File: src/rtl/n_any_gate_pkg.sv
// Shared types for the packet-level any-gate: reduction selector and FSM states.
package n_any_gate_pkg;

  typedef enum logic [1:0] {
    SEL_AND  = 2'b00,
    SEL_XOR  = 2'b01,
    SEL_XNOR = 2'b10,
    SEL_OR   = 2'b11
  } gate_sel_e;

  typedef enum logic [1:0] {
    IDLE = 2'b00,
    ACC  = 2'b01,
    HOLD = 2'b10
  } state_e;

  // XNOR folds as XOR; the inversion is applied once when the result is presented.
  function automatic logic fold_bit(gate_sel_e sel, logic and_r, logic or_r, logic xor_r);
    case (sel)
      SEL_AND: fold_bit = and_r;
      SEL_OR:  fold_bit = or_r;
      default: fold_bit = xor_r;
    endcase
  endfunction

endpackage

File: src/rtl/n_any_gate_reduce.sv
// Per-beat reductions of one N-bit word; purely combinational.
module n_any_gate_reduce #(
  parameter int N = 8
) (
  input  logic [N-1:0] gate_in,
  output logic         and_r,
  output logic         or_r,
  output logic         xor_r
);

  assign and_r = &gate_in;
  assign or_r  = |gate_in;
  assign xor_r = ^gate_in;

endmodule

File: src/rtl/n_any_gate_stream.sv
// Streaming any-gate: folds a packet of N-bit beats into one registered result.
// Optional popcount output enabled by N_ANY_GATE_STREAM_POPCOUNT_EN.
//   state | meaning
//   IDLE  | no packet in progress, ready for a first beat
//   ACC   | packet open, folding further beats into acc
//   HOLD  | result presented, waiting for out_ready
module n_any_gate_stream
  import n_any_gate_pkg::*;
#(
  parameter  int N         = 8,
  parameter  int MAX_BEATS = 16,
  localparam int BW        = $clog2(MAX_BEATS + 1)
`ifdef N_ANY_GATE_STREAM_POPCOUNT_EN
  ,
  localparam int OW        = $clog2(N * MAX_BEATS + 1)
`endif
) (
  input  logic          clk,
  input  logic          rst,
  input  logic          in_valid,
  output logic          in_ready,
  input  logic [N-1:0]  gate_in,
  input  logic [1:0]    gate_select,
  input  logic          in_last,
  output logic          out_valid,
  input  logic          out_ready,
  output logic          gate_out,
  output logic [BW-1:0] out_beats,
  output logic          out_overflow
`ifdef N_ANY_GATE_STREAM_POPCOUNT_EN
  ,
  output logic [OW-1:0] out_ones
`endif
);

  state_e        state;
  gate_sel_e     sel_q;
  gate_sel_e     beat_sel;
  logic          acc;
  logic          acc_nxt;
  logic          beat_bit;
  logic [BW-1:0] cnt;
  logic [BW-1:0] cnt_nxt;
  logic          first;
  logic          accept;
  logic          close;
  logic          and_r;
  logic          or_r;
  logic          xor_r;

  n_any_gate_reduce #(.N(N)) u_reduce (
    .gate_in (gate_in),
    .and_r   (and_r),
    .or_r    (or_r),
    .xor_r   (xor_r)
  );

  // In HOLD a beat can only enter when the held result retires the same cycle.
  assign in_ready = rst ? 1'b0 : ((state == HOLD) ? out_ready : 1'b1);
  assign accept   = in_valid & in_ready;
  assign first    = (state != ACC);

  always_comb begin
    beat_sel = first ? gate_sel_e'(gate_select) : sel_q;
    beat_bit = fold_bit(beat_sel, and_r, or_r, xor_r);
    acc_nxt  = beat_bit;
    if (!first) begin
      case (beat_sel)
        SEL_AND: acc_nxt = acc & beat_bit;
        SEL_OR:  acc_nxt = acc | beat_bit;
        default: acc_nxt = acc ^ beat_bit;
      endcase
    end
    cnt_nxt = first ? BW'(1) : cnt + BW'(1);
    close   = in_last | (cnt_nxt == BW'(MAX_BEATS));
  end

`ifdef N_ANY_GATE_STREAM_POPCOUNT_EN
  logic [OW-1:0] ones;
  logic [OW-1:0] beat_ones;
  logic [OW-1:0] ones_nxt;

  always_comb begin
    beat_ones = '0;
    for (int i = 0; i < N; i++) begin
      beat_ones = beat_ones + OW'(gate_in[i]);
    end
    ones_nxt = (first ? '0 : ones) + beat_ones;
  end
`endif

  always_ff @(posedge clk) begin
    if (rst) begin
      state        <= IDLE;
      sel_q        <= SEL_AND;
      acc          <= 1'b0;
      cnt          <= '0;
      out_valid    <= 1'b0;
      gate_out     <= 1'b0;
      out_beats    <= '0;
      out_overflow <= 1'b0;
    end else if (accept) begin
      sel_q <= beat_sel;
      acc   <= acc_nxt;
      cnt   <= cnt_nxt;
      if (close) begin
        state        <= HOLD;
        out_valid    <= 1'b1;
        gate_out     <= (beat_sel == SEL_XNOR) ? ~acc_nxt : acc_nxt;
        out_beats    <= cnt_nxt;
        out_overflow <= ~in_last;
      end else begin
        state     <= ACC;
        out_valid <= 1'b0;
      end
    end else if ((state == HOLD) && out_ready) begin
      state     <= IDLE;
      out_valid <= 1'b0;
    end
  end

`ifdef N_ANY_GATE_STREAM_POPCOUNT_EN
  always_ff @(posedge clk) begin
    if (rst) begin
      ones     <= '0;
      out_ones <= '0;
    end else if (accept) begin
      ones <= ones_nxt;
      if (close) begin
        out_ones <= ones_nxt;
      end
    end
  end
`endif

endmodule

File: config.mk
export PLATFORM = sky130hd
export DESIGN_NAME = n_any_gate_stream
export DESIGN_NICKNAME = d
export VERILOG_FILES = /design/src/rtl/n_any_gate_pkg.sv /design/src/rtl/n_any_gate_reduce.sv /design/src/rtl/n_any_gate_stream.sv
export SDC_FILE = /design/constraint.sdc
export NUM_CORES = 1
export LEC_CHECK = 0
export CAP_MARGIN = 20
export CORE_MARGIN = 2
export CORE_UTILIZATION = 53
export CTS_CLUSTER_SIZE = 12
export DETAILED_ROUTE_END_ITERATION = 10
export PLACE_DENSITY = 0.88
export SLEW_MARGIN = 20
export SYNTH_ARGS = -nofsm -noshare
export SYNTH_HDL_FRONTEND = slang
export SYNTH_SLANG_ARGS = --single-unit
File: constraint.sdc
create_clock -name clk -period 8.8 [get_ports clk]
set_clock_uncertainty 0.1 [all_clocks]
set_input_delay 1.76 -clock clk [delete_from_list [all_inputs] [get_ports clk]]
set_output_delay 1.76 -clock clk [all_outputs]
set_load 0.01 [all_outputs]
==> reports/results.env <==
MAX_CAP_VIOLATIONS=0
HOLD_PATH_CLASS='flip-flop to flip-flop'
CRITICAL_PATH_REQUIRED_NS=6.94
FLOORPLAN.INITIALDENSITY_PCT=55.9
POST_SYNTH_INSTANCE_AREA_UM2=1100
DRTPASS1ITERATIONS=4
TIMING.FMAX_MHz=193
CPMAXSTAGEDELAYCELL='sky130_fd_sc_hd__clkdlybuf4s50_1'
DRIVE_GT1_SHARE_PCT=8.00
FINAL_HOLD_VIOL_COUNT=0
AVGROUTEDWIREPERCELL_UM=12.8
CTSHOLDBUFFERS=0
STATUS='completed'
GRT_FIRST_PASS_WIRELENGTH_UM=3910
MIN-DELAY-START='out_beats[3]$_SDFFE_PP0P_'
CTS_ROOT_BUF='sky130_fd_sc_hd__clkbuf_4'
GRT_UTIL_ALL_LAYERS_PCT=19.8
FIN_CRIT_SH_PCT=59.0
YOSYSWARNINGCOUNT=0
POWER.TOTAL_mW=0.169
CORE_REGION_AREA_UM2=1960
CLOCK_INSERTION_DELAY_WORST_SKEW_NS=0.29
SYNTHDISTINCTLIBCELLS=39
WORSTSETUPPATHTYPE='primary input to output pin'
IR_WORST_VDD_mV=0.0847
CRITPATHLAUNCH='rst'
DIODES=0
CRITICAL-PATH-TOP-CELL-BY-COUNT='sky130_fd_sc_hd__clkdlybuf4s50_1'
GRT_START_MAX_NET_PINS=19
WORST_HOLD_PATH.ENDPOINT='out_beats[3]$_SDFFE_PP0P_'
DIE_AREA_UM2=2450
SYNTH_TOP_AREA_SHARE_PCT=31.0
GRT_PASS1_VIAS=925
DIEHEIGHT_UM=49.5
PLACEMENTROWS=16
SYNTH_ENABLE_FLOP_CELLS=0
MAX_STAGE_DELAY_NS=0.72
DR.FIRST_ITER.DRC_COUNT=18
TIMING.HOLD.WORST_PATH_DEPTH=2
SYNTHDOMINANTAREACELLTYPE='sky130_fd_sc_hd__dfxtp_1'
DPL.HPWL_UM=1720
R2R-END='gate_out$_SDFFE_PP0P_'
GLOBALROUTE.TOTALOVERFLOW=0
WORSTPATHMAXFANOUT=18
SYNTH_TOP_CELLS_BY_AREA='sky130_fd_sc_hd__dfxtp_1, sky130_fd_sc_hd__ha_1, sky130_fd_sc_hd__a21oi_1, sky130_fd_sc_hd__inv_1, sky130_fd_sc_hd__nor2_1'
TRITONCTS_NUM_SINKS=17
MULTIINPUTGATEAREA_UM2=699
TIMING.CRITICAL_PATH.ARRIVAL_NS=3.33
TRITONCTS='built'
DRT-TOTAL-WL_UM=2270
SYN-NUM-NETS=156
WORSTSETUPSTARTPOINTTYPE='primary input'
WORST_R2R_PATH_DEPTH=12
GRT_SETUP_UNREPAIRED='no'
YS_FF_LATCH=17
AREA_GROWTH_SYN_TO_LAYOUT_PCT=24.7
FINAL_MAX_SLEW_VIOL_COUNT=0
POSTCTSRESIZEDCELLS=0
SLEW_HEADROOM_PCT=23.5
POST_DRT_VIA_CELL_RATIO=5.71
HTREE_LEVELS=1
TRITONCTS.NUM_BUFFERS=3
NFILLCELLS=178
CP_TOP_FAMILY='buffers and inverters'
FINALSETUPTNS_NS=0
ROUTABILITYCONGESTION=0.750
FINALCOREUTILIZATION_PCT=69.8
WORST-R2R-SETUP-SLACK_NS=5.39
REPORT.FINAL.SETUP_VIOL=0
PORT_BUFFERS=23
LAYOUT.NETS=179
COMMONEST_REGISTER_CELL_AFTER_SYNTHESIS='sky130_fd_sc_hd__dfxtp_1'
DETAIL_ROUTE.DRC_VIOLATIONS=0
MAX_SLEW.WORST_PIN.SLEW_NS=1.15
SYN_AREA_PER_CELL_UM2=8.57
ANTENNA_FOUND_INITIAL=0
WIDTH_OF_THE_DIE_UM=49.5
TIMING.RR.START='out_valid$_SDFFE_PP0P_'
MIN_PERIOD_NS=5.19
SYNTH_ASYNC_SR_FLOP_SHARE_PCT=0
WORSTPATHCELLLIST='clkdlybuf4s50_1, a21oi_1, clkdlybuf4s50_1'
SYNTH-SEQ-AREA-SHARE_PCT=31.0
PATH_BUF_INV=2
ROUTE.ANTENNA.REMAINING_NETS=0
WORST_SETUP_HOLD_PATH_CLK_SLEW_NS=0.10
REGAREA_UM2=340
VIA_COUNT=1010
CTS_SETUP_BUFFERS=0
PWR_DENSITY_CELL_nW_PER_UM2=124
CRIT_END_ELEMENT='output pin'
SYN-INSTANCE-COUNT=128
NUM_IO_PINS=24
P_LEAK_nW=0.580
CTSLONGESTPATHBUFFERS=2
cells in the mapped netlist (all sizes together) (3+ instances only):
| cell | n |
|---|---|
| inv | 10 |
| a21oi | 17 |
| o21ai | 6 |
| xnor2 | 3 |
| nor2 | 9 |
| mux2i | 3 |
| dfxtp | 17 |
| ha | 13 |
| nand2 | 7 |
| clkbuf | 4 |
| a211oi | 4 |
| nand3 | 3 |
power by group:
group | total, mW | switching, mW | internal [mW]
registers | 0.0831 | 0.00290 | 0.0802
logic | 0.0449 | 0.0227 | 0.0222
clock network | 0.0414 | 0.0245 | 0.0169
per-stage QoR:
stage / cells / hold WS [ns] / setup slack (ns) / cell area [um2]
6_report: 177 / 0.382 / 3.61 / 1370
5_1_grt: 177 / 0.404 / 3.53 / 1370
4_1_cts: 177 / 0.380 / 3.61 / 1370
3_5_place_dp: 173 / 0.366 / 3.61 / 1340
3_3_place_gp: 173 / 0.360 / 3.67 / 1340
2_1_floorplan: 128 / 0.353 / 4.54 / 1100
metal layers:
metal	vias to the layer above	wire (um)	GRT usage, %
met4	0	10	4.17
met2	33	1130	36.5
li1	500	-	-
met3	2	125	3.03
met5	-	0	0
met1	475	1000	24.2
sequential cells by signal (all words and copies together) (netlist names):
name / flops
out_overflow: 1
sel_q: 2
out_valid: 1
out_beats: 5
state: 1
acc: 1
cnt: 5
gate_out: 1
area by class of cell:
cell class | instances | share of cell area (%)
clock buffers | 3 | 1.65
clock inverters | 1 | 0.366
inverters | 10 | 2.74
multi-input cells | 96 | 51.1
flip-flops and latches | 17 | 24.9
well taps | 27 | 2.47
repair buffers | 23 | 16.8
worst reg2reg max path: stages, from the launching register on:
cell	delay (ns)
sky130_fd_sc_hd__dfxtp_1	0.48
sky130_fd_sc_hd__nand2b_1	0.36
sky130_fd_sc_hd__mux2i_1	0.39
sky130_fd_sc_hd__inv_1	0.08
sky130_fd_sc_hd__ha_1	0.36
sky130_fd_sc_hd__a221oi_1	0.29
sky130_fd_sc_hd__a21oi_1	0.08
sky130_fd_sc_hd__ha_1	0.21
sky130_fd_sc_hd__a211o_1	0.26
sky130_fd_sc_hd__a21oi_1	0.12
sky130_fd_sc_hd__a31oi_1	0.09
sky130_fd_sc_hd__a21bo_2	0.23
sky130_fd_sc_hd__a311oi_1	0.27
cell families after synthesis:
family,after synthesis,synth area share [%]
DFF,17,31.0
muxes,4,4.10
buffers and inverters,15,5.24
adders and majority gates,13,14.8
xor gates and xnor gates,5,4.68
and+or+nand+nor,36,17.9
AOI/OAI and AO/OA,38,22.2
cells in the final DEF (no fill, tap or decap), types with 3 or more instances in the layout:
master | Yosys | final
sky130_fd_sc_hd__o21ai_0 | 6 | 6
sky130_fd_sc_hd__clkdlybuf4s50_1 | 0 | 23
sky130_fd_sc_hd__a21oi_1 | 17 | 17
sky130_fd_sc_hd__a211oi_1 | 4 | 4
sky130_fd_sc_hd__ha_1 | 13 | 13
sky130_fd_sc_hd__dfxtp_1 | 17 | 17
sky130_fd_sc_hd__inv_1 | 10 | 10
sky130_fd_sc_hd__nand3_1 | 3 | 3
sky130_fd_sc_hd__nor2_1 | 9 | 9
sky130_fd_sc_hd__nand2_1 | 7 | 7
sky130_fd_sc_hd__clkbuf_4 | 0 | 3
worst max-delay path by stage:
stage | end | slack (ns) | cells after the start
6_report | in_ready | 3.61 | 3
5_1_grt | in_ready | 3.53 | 3
4_1_cts | in_ready | 3.61 | 3
3_5_place_dp | in_ready | 3.61 | 3
3_3_place_gp | in_ready | 3.67 | 3
2_1_floorplan | in_ready | 4.54 | 3
No activity file was read; power rests on OpenSTA's default activity.
